<file path="src/rtl/util_arbitmux_pkg.sv">
// Shared types and helpers for the util_arbitmux_bp packet multiplexer.
// Holds the arbiter FSM state encoding, the arbitration algorithm selectors
// and a width helper that never returns less than one bit.
package util_arbitmux_pkg;

    typedef enum logic {
        IDLE = 1'b0,
        XFER = 1'b1
    } arb_state_t;

    localparam int ARBIT_FIXED = 0;
    localparam int ARBIT_RR    = 1;

    // Bits needed to index n items, with a floor of one bit.
    function automatic int bit_width(input int n);
        if (n <= 2) begin
            return 1;
        end
        return $clog2(n);
    endfunction

endpackage

</file>
<file path="src/rtl/util_arbit_rr.sv">
// Single-level channel arbiter.
// Fixed priority: lowest requesting index wins.
// Round robin: first requester strictly after the stored pointer, wrapping;
// the pointer moves to the winner when the parent registers this level's grant.
module util_arbit_rr
    import util_arbitmux_pkg::*;
#(
    parameter int  CHANNEL_QTY     = 6,
    parameter int  ARBIT_ALGORITHM = ARBIT_RR,
    localparam int CH_W            = bit_width(CHANNEL_QTY)
) (
    input  logic                   clk,
    input  logic                   rst_n,
    input  logic [CHANNEL_QTY-1:0] request,
    input  logic                   update,
    output logic [CHANNEL_QTY-1:0] grant,
    output logic                   any_req
);

    logic [CH_W-1:0]        ptr_reg;
    logic [CH_W-1:0]        grant_idx;
    logic [CHANNEL_QTY-1:0] above_req;
    logic [CHANNEL_QTY-1:0] pick;

    assign any_req = |request;

    // Pick the candidate set, isolate its lowest set bit, and encode the winner.
    always_comb begin
        above_req = '0;
        for (int i = 0; i < CHANNEL_QTY; i++) begin
            above_req[i] = request[i] & (CH_W'(i) > ptr_reg);
        end
        if ((ARBIT_ALGORITHM == ARBIT_FIXED) || (above_req == '0)) begin
            pick = request;
        end else begin
            pick = above_req;
        end
        grant     = pick & (~pick + CHANNEL_QTY'(1));
        grant_idx = '0;
        for (int i = 0; i < CHANNEL_QTY; i++) begin
            if (grant[i]) begin
                grant_idx = CH_W'(i);
            end
        end
    end

    // Pointer starts on the last channel so channel 0 is the first winner.
    always_ff @(posedge clk or negedge rst_n) begin
        if (!rst_n) begin
            ptr_reg <= CH_W'(CHANNEL_QTY - 1);
        end else if (update && any_req) begin
            ptr_reg <= grant_idx;
        end
    end

endmodule

</file>
<file path="src/rtl/util_arbitmux_bp.sv">
// util_arbitmux_bp: packet multiplexer with level x channel arbitration and
// valid/ready backpressure. A grant stays locked until the granted channel's
// eop beat is accepted; the next grant is taken on that same edge.
// Optional build macro UTIL_ARBITMUX_BP_SKID_EN adds a 2-entry skid buffer
// ahead of the output register and makes din_ready a register.
module util_arbitmux_bp
    import util_arbitmux_pkg::*;
#(
    parameter int  DATA_WIDTH      = 64,
    parameter int  EMPT_WIDTH      = bit_width(DATA_WIDTH / 8),
    parameter int  CHANNEL_QTY     = 6,
    parameter int  ARBIT_LEVEL     = 2,
    parameter int  ARBIT_ALGORITHM = ARBIT_RR,
    parameter int  INDX_WIDTH      = 10,
    localparam int CH_W            = bit_width(CHANNEL_QTY)
) (
    input  logic                                     clk,
    input  logic                                     rst_n,
    input  logic [CHANNEL_QTY-1:0]                   din_sop,
    input  logic [CHANNEL_QTY-1:0]                   din_eop,
    input  logic [CHANNEL_QTY-1:0]                   din_valid,
    input  logic [CHANNEL_QTY-1:0][DATA_WIDTH-1:0]   din_data,
    input  logic [CHANNEL_QTY-1:0][EMPT_WIDTH-1:0]   din_empty,
    output logic [CHANNEL_QTY-1:0]                   din_ready,
    input  logic [ARBIT_LEVEL-1:0][CHANNEL_QTY-1:0]  arbit_request,
    output logic [CHANNEL_QTY-1:0]                   arbit_grant,
    output logic [CH_W-1:0]                          arbit_channel,
    output logic [INDX_WIDTH-1:0]                    arbit_index,
    output logic                                     dout_sop,
    output logic                                     dout_eop,
    output logic                                     dout_valid,
    output logic [DATA_WIDTH-1:0]                    dout_data,
    output logic [EMPT_WIDTH-1:0]                    dout_empty,
    input  logic                                     dout_ready
);

    typedef struct packed {
        logic                  sop;
        logic                  eop;
        logic [EMPT_WIDTH-1:0] empty;
        logic [DATA_WIDTH-1:0] data;
    } beat_t;

    arb_state_t                             state_reg, state_next;
    logic [CHANNEL_QTY-1:0]                 grant_reg, grant_next;
    logic [CH_W-1:0]                        chan_next;
    logic [ARBIT_LEVEL-1:0][CHANNEL_QTY-1:0] lvl_grant;
    logic [ARBIT_LEVEL-1:0]                 lvl_any, lvl_sel, lvl_update;
    logic [CHANNEL_QTY-1:0]                 arb_grant;
    logic                                   arb_any;
    beat_t                                  sel_beat, out_beat, dout_reg;
    logic                                   accept, accept_eop, load_grant;
    logic                                   out_free, out_load, out_clear;
    logic [INDX_WIDTH-1:0]                  index_reg;

    genvar gi;
    generate
        for (gi = 0; gi < ARBIT_LEVEL; gi++) begin : g_level
            util_arbit_rr #(
                .CHANNEL_QTY    (CHANNEL_QTY),
                .ARBIT_ALGORITHM(ARBIT_ALGORITHM)
            ) u_arbit (
                .clk    (clk),
                .rst_n  (rst_n),
                .request(arbit_request[gi]),
                .update (lvl_update[gi]),
                .grant  (lvl_grant[gi]),
                .any_req(lvl_any[gi])
            );
        end
    endgenerate

    // Highest level with any request supplies the candidate grant.
    always_comb begin
        arb_grant = '0;
        lvl_sel   = '0;
        for (int l = 0; l < ARBIT_LEVEL; l++) begin
            if (lvl_any[l]) begin
                arb_grant  = lvl_grant[l];
                lvl_sel    = '0;
                lvl_sel[l] = 1'b1;
            end
        end
    end

    assign arb_any    = |lvl_any;
    assign lvl_update = lvl_sel & {ARBIT_LEVEL{load_grant}};

    // One-hot mux of the granted channel's beat.
    always_comb begin
        sel_beat = '0;
        for (int c = 0; c < CHANNEL_QTY; c++) begin
            if (grant_reg[c]) begin
                sel_beat.sop   = din_sop[c];
                sel_beat.eop   = din_eop[c];
                sel_beat.empty = din_empty[c];
                sel_beat.data  = din_data[c];
            end
        end
    end

    assign accept     = |(din_valid & din_ready);
    assign accept_eop = accept & sel_beat.eop;
    assign load_grant = arb_any & ((state_reg == IDLE) | accept_eop);

    // FSM state register.
    always_ff @(posedge clk or negedge rst_n) begin
        if (!rst_n) begin
            state_reg <= IDLE;
        end else begin
            state_reg <= state_next;
        end
    end

    // FSM next state: leave XFER only when the eop lands with nobody waiting.
    always_comb begin
        state_next = state_reg;
        case (state_reg)
            IDLE:    if (arb_any) state_next = XFER;
            XFER:    if (accept_eop && !arb_any) state_next = IDLE;
            default: state_next = IDLE;
        endcase
    end

    // FSM outputs: next grant (load, release or hold) and its binary index.
    always_comb begin
        grant_next = grant_reg;
        if (load_grant) begin
            grant_next = arb_grant;
        end else if (accept_eop) begin
            grant_next = '0;
        end
        chan_next = '0;
        for (int c = 0; c < CHANNEL_QTY; c++) begin
            if (grant_next[c]) begin
                chan_next = CH_W'(c);
            end
        end
    end

    // Registered grant and channel index.
    always_ff @(posedge clk or negedge rst_n) begin
        if (!rst_n) begin
            grant_reg     <= '0;
            arbit_channel <= '0;
        end else begin
            grant_reg     <= grant_next;
            arbit_channel <= chan_next;
        end
    end

    assign arbit_grant = grant_reg;

    // Beat index within the packet: saturating count, cleared by accepted eop.
    always_ff @(posedge clk or negedge rst_n) begin
        if (!rst_n) begin
            index_reg <= '0;
        end else if (accept) begin
            if (accept_eop) begin
                index_reg <= '0;
            end else if (!(&index_reg)) begin
                index_reg <= index_reg + INDX_WIDTH'(1);
            end
        end
    end

    assign arbit_index = index_reg;

`ifdef UTIL_ARBITMUX_BP_SKID_EN
    logic [1:0]             skid_cnt, skid_cnt_next;
    logic                   skid_wr, skid_rd, skid_push, skid_pop;
    logic [CHANNEL_QTY-1:0] ready_reg;
    beat_t                  skid_mem [2];

    // Beats bypass the skid when it is empty and the output can take them.
    assign out_free      = ~dout_valid | dout_ready;
    assign din_ready     = ready_reg;
    assign skid_pop      = out_free & (skid_cnt != 2'd0);
    assign skid_push     = accept & ~(out_free & (skid_cnt == 2'd0));
    assign skid_cnt_next = skid_cnt + {1'b0, skid_push} - {1'b0, skid_pop};
    assign out_load      = out_free & ((skid_cnt != 2'd0) | accept);
    assign out_clear     = out_free;
    assign out_beat      = (skid_cnt != 2'd0) ? skid_mem[skid_rd] : sel_beat;

    // Skid pointers, occupancy and the registered ready.
    always_ff @(posedge clk or negedge rst_n) begin
        if (!rst_n) begin
            skid_cnt  <= '0;
            skid_wr   <= 1'b0;
            skid_rd   <= 1'b0;
            ready_reg <= '0;
        end else begin
            skid_cnt  <= skid_cnt_next;
            skid_wr   <= skid_wr ^ skid_push;
            skid_rd   <= skid_rd ^ skid_pop;
            ready_reg <= grant_next & {CHANNEL_QTY{skid_cnt_next != 2'd2}};
        end
    end

    // Skid storage, written on push only.
    always_ff @(posedge clk) begin
        if (skid_push) begin
            skid_mem[skid_wr] <= sel_beat;
        end
    end
`else
    assign out_free  = ~dout_valid | dout_ready;
    assign din_ready = grant_reg & {CHANNEL_QTY{out_free}};
    assign out_load  = accept;
    assign out_clear = dout_ready;
    assign out_beat  = sel_beat;
`endif

    // Output register: load a new beat, or drop valid once the sink took it.
    always_ff @(posedge clk or negedge rst_n) begin
        if (!rst_n) begin
            dout_valid <= 1'b0;
            dout_reg   <= '0;
        end else if (out_load) begin
            dout_valid <= 1'b1;
            dout_reg   <= out_beat;
        end else if (out_clear) begin
            dout_valid <= 1'b0;
        end
    end

    assign dout_sop   = dout_reg.sop;
    assign dout_eop   = dout_reg.eop;
    assign dout_empty = dout_reg.empty;
    assign dout_data  = dout_reg.data;

endmodule

</file>
<file path="config.mk">
export PLATFORM = sky130hd
export DESIGN_NAME = util_arbitmux_bp
export DESIGN_NICKNAME = d
export VERILOG_FILES = /design/src/rtl/util_arbitmux_pkg.sv /design/src/rtl/util_arbit_rr.sv /design/src/rtl/util_arbitmux_bp.sv
export SDC_FILE = /design/constraint.sdc
export NUM_CORES = 1
export LEC_CHECK = 0
export BUFFER_PORTS_ARGS = -buffer_cell sky130_fd_sc_hd__buf_2
export CAP_MARGIN = 20
export CORE_AREA = 2 2 204 206
export DETAILED_ROUTE_END_ITERATION = 6
export DIE_AREA = 0 0 206 208
export PLACE_DENSITY_LB_ADDON = 0.15
export SYNTH_ARGS = -nofsm -noshare
export SYNTH_HDL_FRONTEND = slang
export SYNTH_SLANG_ARGS = --single-unit
</file>
<file path="constraint.sdc">
create_clock -name clk -period 2.1 [get_ports clk]
set_input_delay 0.21 -clock clk [delete_from_list [all_inputs] [get_ports clk]]
set_output_delay 0.21 -clock clk [all_outputs]
set_load 0.1 [all_outputs]
</file>
# Word-level counts from Yosys, hierarchy flattened
# Cells that the tools add are included.
word_totals:
  ff_bits: 96
  in_bits: 435
  output_inout_bits: 95
  elab_cells: 103
op_classes:
  addsub: 3
  n_lt_le_gt_ge: 12
  n_eq_ne: 1
  muxes: 36
  n_bitwise: 25
  n_reduce_logical: 14
ops:
  columns: ["operator", "count"]
  rows:
  - ["2-to-1 mux 69 bit", 6]
  - ["2-to-1 mux 3 bit", 12]
  - ["2-to-1 mux 6 bit", 6]
  - ["AND 6 bit", 4]
  - ["2-to-1 mux 10 bit", 2]
  - ["OR reduction 6 bit", 3]
  - ["AND 1 bit", 14]
  - ["adder 6 x 1 -> 6 bit, second input constant", 2]
  - ["> comparator 1 x 3 -> 1 bit, first input constant", 4]
  - ["> comparator 2 x 3 -> 1 bit, first input constant", 4]
  - ["> comparator 3 bit, first input constant", 4]
  - ["logical NOT 6 bit", 2]
  - ["inverter 6 bit", 2]
  - ["OR reduction 12 bit", 1]
  - ["adder 10 x 1 -> 10 bit, second input constant", 1]
  - ["AND reduction 10 bit", 1]
  - ["2-to-1 mux 1 bit", 8]
  - ["nonzero test 2 bit", 2]
  - ["logical AND 1 bit", 3]
  - ["AND 2 bit", 1]
  - ["2-to-1 mux 2 bit", 1]
  - ["!= test 2 bit, second input constant", 1]
  - ["inverter 1 bit", 2]
  - ["bitwise OR 1 bit", 2]
  - ["3 further kinds", 3]

# Depth between registers and ports, before layout
# Gate-level depths: netlist of run 1.
depth:
  depth_word: 15
  depth_mapped: 11

# Modules after synthesis
# Synthesis of run 1 repeated with hierarchy kept, for this count alone.
hier_totals:
  cells_unflattened: 1017
  area_unflattened_um2: 7747.4
modules_own_cells:
  columns: ["module", "n_inst", "cells_per_inst", "area_each_um2"]
  rows:
  - ["util_arbitmux_bp", 1, 913, 7009.2]
  - ["util_arbit_rr", 2, 52, 369.1]

# Worst setup path before layout of run 1
# Ideal clock, no wire load.
synth_timing:
  path_kind: "register -> output"
  startpoint: "reg grant_reg[5], in the netlist arbit_grant[5]"
  endpoint: "out din_ready[5]"
  arrival_ps: 3002
  required_ps: 1890
  slack_ps: -1112
  path_stages_with_launch: 5
  cell_sequence: "dfrtp_1 clkbuf_1 clkbuf_1 buf_1 and2_1"
synth_between:
  elab_chain_cells: 1
synth_lines:
  columns: ["item", "line_no", "rtl"]
  rows:
  - ["start: declaration", "util_arbitmux_bp.sv:45", "logic [CHANNEL_QTY-1:0] grant_reg, grant_next;"]
  - ["start signal: assignment", "util_arbitmux_bp.sv:147", "grant_reg <= grant_next;"]
  - ["AND 6 bit", "util_arbitmux_bp.sv:208", "assign din_ready = grant_reg & {CHANNEL_QTY{out_free}};"]
  - ["end: declaration", "util_arbitmux_bp.sv:24", "output logic [CHANNEL_QTY-1:0] din_ready,"]
# No other way between the ends.

# Worst setup path in the final report of run 1
layout_timing:
  startpoint: "reg g_level[0].u_arbit.ptr_reg[2]"
  endpoint: "reg arbit_channel[0]"
layout_between:
  elab_chain_cells: 15
  word_cells_on_any_way: 25
  classes_between: "1 x add/sub; 6 x order compare; 9 x mux; 8 x bitwise; 1 x reduce/logical"
layout_lines:
  columns: ["item", "line_no", "rtl"]
  rows:
  - ["start: declaration", "util_arbit_rr.sv:20", "logic [CH_W-1:0] ptr_reg;"]
  - ["start signal: assignment", "util_arbit_rr.sv:50", "ptr_reg <= CH_W'(CHANNEL_QTY - 1);"]
  - ["start signal: assignment", "util_arbit_rr.sv:52", "ptr_reg <= grant_idx;"]
  - ["> comparator 1 x 3 -> 1 bit, or another cell as far along", "util_arbit_rr.sv:31", "above_req[i] = request[i] & (CH_W'(i) > ptr_reg);"]
  - ["AND 1 bit", "util_arbit_rr.sv:31", null]
  - ["logical NOT 6 bit", "util_arbit_rr.sv:33", "if ((ARBIT_ALGORITHM == ARBIT_FIXED) || (above_req == '0)) begin"]
  - ["2-to-1 mux 6 bit (*)", "util_arbit_rr.sv:33", null]
  - ["inverter 6 bit", "util_arbit_rr.sv:38", "grant = pick & (~pick + CHANNEL_QTY'(1));"]
  - ["adder 6 x 1 -> 6 bit", "util_arbit_rr.sv:38", null]
  - ["AND 6 bit (*)", "util_arbit_rr.sv:38", null]
  - ["2-to-1 mux 6 bit (*) (2 in series)", "util_arbitmux_bp.sv:78", "if (lvl_any[l]) begin"]
  - ["2-to-1 mux 6 bit (*)", "util_arbitmux_bp.sv:128", "if (load_grant) begin"]
  - ["2-to-1 mux 1 bit", "util_arbitmux_bp.sv:135", "if (grant_next[c]) begin"]
  - ["2-to-1 mux 3 bit (3 in series)", "util_arbitmux_bp.sv:135", null]
  - ["2-to-1 mux 3 bit (*)", "util_arbitmux_bp.sv:135", null]
  - ["named net chan_next[0]", "util_arbitmux_bp.sv:46", "logic [CH_W-1:0] chan_next;"]
  - ["end signal: assignment", "util_arbitmux_bp.sv:148", "arbit_channel <= chan_next;"]
  - ["end: declaration", "util_arbitmux_bp.sv:27", "output logic [CH_W-1:0] arbit_channel,"]
# Mark *: on every way through the listed nets, which the timed path passes. The rest lies on a longest branch.
# A chain may end at the register's enable or synchronous reset.

==> results of run 1 <==
## worst min path at each step
stage / slack [ps] / endpoint / depth (start not counted)
final: 120 / dout_data[0] / 3
after global routing: 120 / dout_data[26] / 3
after CTS: 90 / dout_data[2] / 3
after detailed placement: 210 / dout_data[47] / 1
after global placement: 210 / dout_data[47] / 1
after floorplan: -90 / arbit_channel[0] / 0
## kinds of logic after synthesis
group / after synthesis / share of synthesized area, %
AND/OR/NAND/NOR: 374 / 24.3
multiplexers: 70 / 9.33
AO/OA/AOI/OAI: 337 / 28.1
adder cells (fa/ha/maj): 1 / 0.166
flip-flops: 96 / 32.0
XOR/XNOR: 9 / 1.05
buffers and inverters: 99 / 5.07
## metrics by stage
stage | cell area (sq um) | power (mW)
3_5_place_dp | 11400 | 20.6
4_1_cts | 11900 | 22.6
3_3_place_gp | 11400 | 20.5
2_1_floorplan | 7590 | 16.0
5_1_grt | 12300 | 24.8
6_report | 12300 | 23.0
## worst max-delay path, stage by stage, from the launching register on
cell and delay [ps]:
dfstp_2 610, inv_2 50, a311o_1 380, and3_1 210, o311ai_1 240, buf_4 170
a211oi_2 90, o221ai_2 200, o311ai_2 130
## per-layer routing
layer,wire length (microns),track usage [%],up-vias
met2,18800,29.3,343
met4,877,5.79,0
li1,-,-,4693
met3,2500,3.07,39
met1,14500,18.4,4331
met5,0,0,-
## cell type report
cell class | instances | area [sq um] | area share [%]
inverters | 8 | 30.0 | 0.244
diodes | 1 | 2.50 | 0.0203
flip-flops and latches | 96 | 2440 | 19.8
well taps | 532 | 666 | 5.40
clock inverters | 7 | 61.3 | 0.497
clock buffers | 9 | 225 | 1.83
repair buffers | 629 | 3780 | 30.7
multi-input cells | 791 | 5120 | 41.6
## layout by cell type, fill, tap and decap left out, drive strengths merged, types with 3 or more instances in the layout
master and count:
a211oi 4, a21boi 4, a21oi 142, a221oi 68, a22o 4, a22oi 3
a31oi 5, and2 8, and4 3, buf 624, clkbuf 13, dfrtp 92
dfstp 4, inv 12, mux2i 69, nand2 88, nand2b 6, nand3 11
nor2 94, nor2b 79, nor3 71, o21ai 78, o22ai 3, o31a 3
o31ai 3, or2 3, xnor2 5, xor2 4
## where the power goes
group | total (mW) | internal [mW] | switching [mW] | leakage, nW
Clock | 1.69 | 0.827 | 0.859 | 0.135
Sequential | 3.36 | 2.81 | 0.548 | 1.11
Combinational | 18.0 | 5.51 | 12.4 | 4.24
## timing repair
action                                  4_1_cts  5_1_grt
gates resized for setup                      30       78
hold buffers                                  1        0
cloned                                        0        4
endpoints found under the hold margin        29        0
pin swaps                                     8       25
buffers inserted                              6        9
endpoints found under the setup margin       12       45
==> run summary, run 1 <==
WP data arrival: 2450 ps
crit path kind: reg -> reg
Initial Util: 18.6%
status: finished with violations
Cell variety after synth: 67
Max-Cap Viols: 0
layout cells sized above 1: 48.5%
WL final: 36700 microns
core area: 40600 sq um
synth cell count leaders: 141 x a21oi_1, 93 x nor2_1, 92 x dfrtp_1, 88 x nand2_1, 79 x nor2b_1
grt total ovfl: 0
initial antenna violation count: 3
FMAX: 0.455 GHz
final net count: 1971
dpl cells: 2036
wire per inst: 17.7 microns
die footprint: 42800 sq um
max reg flops: 64
Pwr Density: 1870 nW/um^2
root buffer cell: clkbuf_16
final core occ: 30.4%
Synthesis Warnings: 0
CTS H-tree lvls: 3
HP Class: in -> reg
Num CTS Buffers: 9
Synth Instances: 986
largest cells by area after synthesis: dfrtp_1 31%, a21oi_1 9.4%, mux2i_1 9.2%
Synth Register Bits: 96
post-synth top area cell: dfrtp_1
vias in the first global route: 9349
LEAKAGE: 5.49 nW
Die Y-Extent: 208 microns
Setup WS post-layout: -100 ps
failing checks: setup timing
drt via density: 4.54
CP Capture Point: arbit_channel[0]
Synth top area share: 30.6%
HPWL after detailed placement: 28400 microns
first-pass GRT wire length: 52400 microns
Row Count: 74
Worst slew margin: 50.6%
R2R setup slack: -100 ps
Worst Max-Slew Pin Slew: 741 ps
Clock Skew: 17.2 ps
Total GRT Usage: 16.1%
asr flop ratio synth: 100%
clk buf depth: 2
Clk pin slew, worst setup/hold paths: 80 ps
CTS tree: yes
largest net degree at the start of global routing: 140
# IOs: 530
Vias: 9406
gpl congestion: 0.874
hold wc startpoint: din_data[320]
max-slew violation count: 0
# clock sinks: 96
crit-path max FO: 7
setup TNS: -140 ps
sequential area share after synthesis: 32.0%
drt initial violations: 507
Antenna Violating Nets Remaining: 0
DRC viols: 0
Mapped Nets: 1422
pre-CTS setup slack: -164 ps
RSZ-0062 raised after global routing: yes
period utilisation layout: 105%
Worst R2R End: arbit_channel[0]
R2R cell count: 8
Hold Worst Slack: 116 ps
port bufs: 529
top_reg_cell synth: dfrtp_1
Final Setup Violations: 3
fin cells: 2073
final hold violation count: 0
most frequent cell after synthesis: a21oi_1
CP startpoint kind: register
Peak VDD IR: 0.00102 V
kind of end point of the critical path: register
Fill cells: 4417
Area Growth Syn to Fin: 63.8%
Initial DRT Pass Iterations: 5
critical path required time: 2350 ps
mean post-synth cell area: 7.63 sq um
number of synthesized flops with an enable pin: 0
clock latency on the worst-skew pair: 380 ps
Die Wd: 206 microns
Setup crit start: g_level[0].u_arbit.ptr_reg[2]
reg-to-reg startpoint: g_level[0].u_arbit.ptr_reg[2]
final critical-path required period: 2200 ps
Post-Syn Area: 7530 sq um
(Power assumes the default switching activity.)
==> inputs of run 2 (changes only) <==
--- a/config.mk
+++ b/config.mk
@@ -7,9 +7,11 @@
 export LEC_CHECK = 0
 export BUFFER_PORTS_ARGS = -buffer_cell sky130_fd_sc_hd__buf_2
 export CAP_MARGIN = 20
-export CORE_AREA = 2 2 204 206
+export CELL_PAD_IN_SITES_DETAIL_PLACEMENT = 1
+export CELL_PAD_IN_SITES_GLOBAL_PLACEMENT = 1
+export CORE_AREA = 2 2 205 207
 export DETAILED_ROUTE_END_ITERATION = 6
-export DIE_AREA = 0 0 206 208
+export DIE_AREA = 0 0 207 209
 export PLACE_DENSITY_LB_ADDON = 0.15
 export SYNTH_ARGS = -nofsm -noshare
 export SYNTH_HDL_FRONTEND = slang
==> run 2 against run 1 <==
  * The flow still finishes with violations (setup timing)
  * First-iteration DRC count decreased by 6.3%
  * Count of clock-buffer cells in the layout rose by 3
  * Hold slack gained 14 ps
  * Utilization shrank 1.2 points
  * Combinational power hardly changed
  * Routed wire length rose by 13%
==> run summary, run 2 (same netlist as run 1, synthesis figures left out) <==
Die Wd: 207 microns (+0.49%)
critical path required time: 2410 ps (+60 ps)
Worst Max-Slew Pin Slew: 650 ps (-91.5 ps)
WP data arrival: 2500 ps (+50 ps)
CTS tree: yes
crit-path max FO: 6 (-1)
Max-Cap Viols: 0 (unchanged)
vias in the first global route: 10000 (+7.3%)
RSZ-0062 raised after global routing: yes
Area Growth Syn to Fin: 60.3%
period utilisation layout: 104% (-0.46 points)
Row Count: 75 (+1.4%)
failing checks: setup timing
Clk pin slew, worst setup/hold paths: 80 ps (about the same)
Worst slew margin: 56.7% (+6.1 points)
FMAX: 0.457 GHz (+0.44%)
root buffer cell: clkbuf_16
drt initial violations: 475 (-6.3%)
LEAKAGE: 5.36 nW (-2.3%)
kind of end point of the critical path: register
Final Setup Violations: 6 (+3)
WL final: 41500 microns (+13%)
initial antenna violation count: 3 (unchanged)
Fill cells: 5130 (+16%)
# IOs: 530 (unchanged)
final net count: 1960 (-0.56%)
pre-CTS setup slack: -178 ps (-14.8 ps)
fin cells: 2072 (-0.048%)
gpl congestion: 0.891 (+2.0%)
# clock sinks: 96 (unchanged)
Pwr Density: 1910 nW/um^2 (+2.5%)
commonest non-fill, non-tap cell in the layout: buf_2
final hold violation count: 0 (unchanged)
dpl cells: 2042 (+0.29%)
most frequent cells in the layout: 519 x buf_2, 138 x a21oi_1, 90 x nor2_1
Total GRT Usage: 18.3% (+2.2 points)
status: finished with violations
Peak VDD IR: 0.000896 V (-12%)
HPWL after detailed placement: 32300 microns (+14%)
Initial Util: 18.2% (-0.33 points)
clk buf depth: 2 (unchanged)
Hold Worst Slack: 129 ps (+13.8 ps)
Antenna Violating Nets Remaining: 0 (unchanged)
max reg flops: 64 (unchanged)
placed cell area: 11400 sq um (-0.30%)
CTS H-tree lvls: 3 (unchanged)
Die Y-Extent: 209 microns (+0.48%)
crit path kind: reg -> reg
CP startpoint kind: register
Initial DRT Pass Iterations: 5 (unchanged)
setup TNS: -344 ps (-204 ps)
first-pass GRT wire length: 61100 microns (+17%)
grt total ovfl: 0 (unchanged)
Setup WS post-layout: -90.4 ps (+9.56 ps)
final critical-path required period: 2190 ps (-9.56 ps)
multi-input logic area: 4990 sq um (-2.7%)
Clock Skew: 18.6 ps (+1.38 ps)
Final Cell Area: 12100 sq um (-2.1%)
max-slew violation count: 0 (unchanged)
sequential cell area: 2440 sq um (unchanged)
Num CTS Buffers: 9 (unchanged)
core area: 41300 sq um (+1.8%)
drt via density: 4.67 (+3.0%)
largest net degree at the start of global routing: 89 (-36%)
DRC viols: 0 (unchanged)
layout cells sized above 1: 46.2% (-2.3 points)
clock latency on the worst-skew pair: 390 ps (about the same)
port bufs: 529 (unchanged)
wire per inst: 20.0 microns (+13%)
HP Class: in -> reg
Vias: 9680 (+2.9%)
die footprint: 43300 sq um (+0.97%)
==> run 2: area by class of cell <==
class | count | area share [%]
repair buffers | 618 | 30.0
diodes | 4 | 0.0830
well taps | 539 | 5.59
clock buffers | 12 | 2.13
multi-input cells | 791 | 41.3
inverters | 8 | 0.249
flip-flops and latches | 96 | 20.2
clock inverters | 4 | 0.446
==> run 2: critical path, stage by stage (launching register included) <==
cell and delay [ps]:
dfrtp_4 530, a221o_1 360, a31o_4 280, a21bo_4 240
a41o_1 220, a32oi_4 220, inv_2 70, a211oi_2 180
==> run 2: repair_timing <==
item,CTS,global route
resized for setup,21,42
setup endpoints to repair,53,47
hold buffers,1,0
pin swaps,4,11
hold endpoints to repair,25,0
gates cloned,0,2
buffers inserted,4,3
==> run 2: metal layers <==
| layer | vias up | global-route usage, % | wire [microns] |
|---|---|---|---|
| li1 | 4682 | - | - |
| met1 | 4653 | 22.4 | 17500 |
| met2 | 307 | 32.1 | 21000 |
| met3 | 38 | 3.52 | 2130 |
| met4 | 0 | 5.96 | 847 |
| met5 | - | 0 | 0 |
==> run 2: power by group <==
part	switching [mW]	internal (mW)	total, mW
Combinational	12.6	5.26	17.9
Sequential	0.534	2.82	3.35
Clock	0.825	0.992	1.82
Total	14.0	9.07	23.1
==> run 2: path summary, 6_finish.rpt <==
| check | start | endpoint | slack, ps | cells past startpoint |
|---|---|---|---|---|
| setup / recovery | arbit_grant[1] | arbit_channel[1] | -90 | 7 |
| hold / removal | din_data[335] | dout_data[15] | 130 | 3 |
| setup reg to reg | arbit_grant[1] | arbit_channel[1] | -90 | 7 |
| hold reg to reg | dout_eop | dout_eop | 500 | 1 |
| max in group asynchronous | rst_n | dout_data[62] | 1020 | 3 |
| min in group asynchronous | rst_n | dout_sop | 420 | 2 |
==> run 2: stage by stage <==
step	util, %	power, mW
after CTS	28.6	22.9
final	29.2	23.1
after detailed placement	27.5	20.8
after floorplan	-	16.0
after global placement	27.5	20.6
after global routing	29.2	24.7
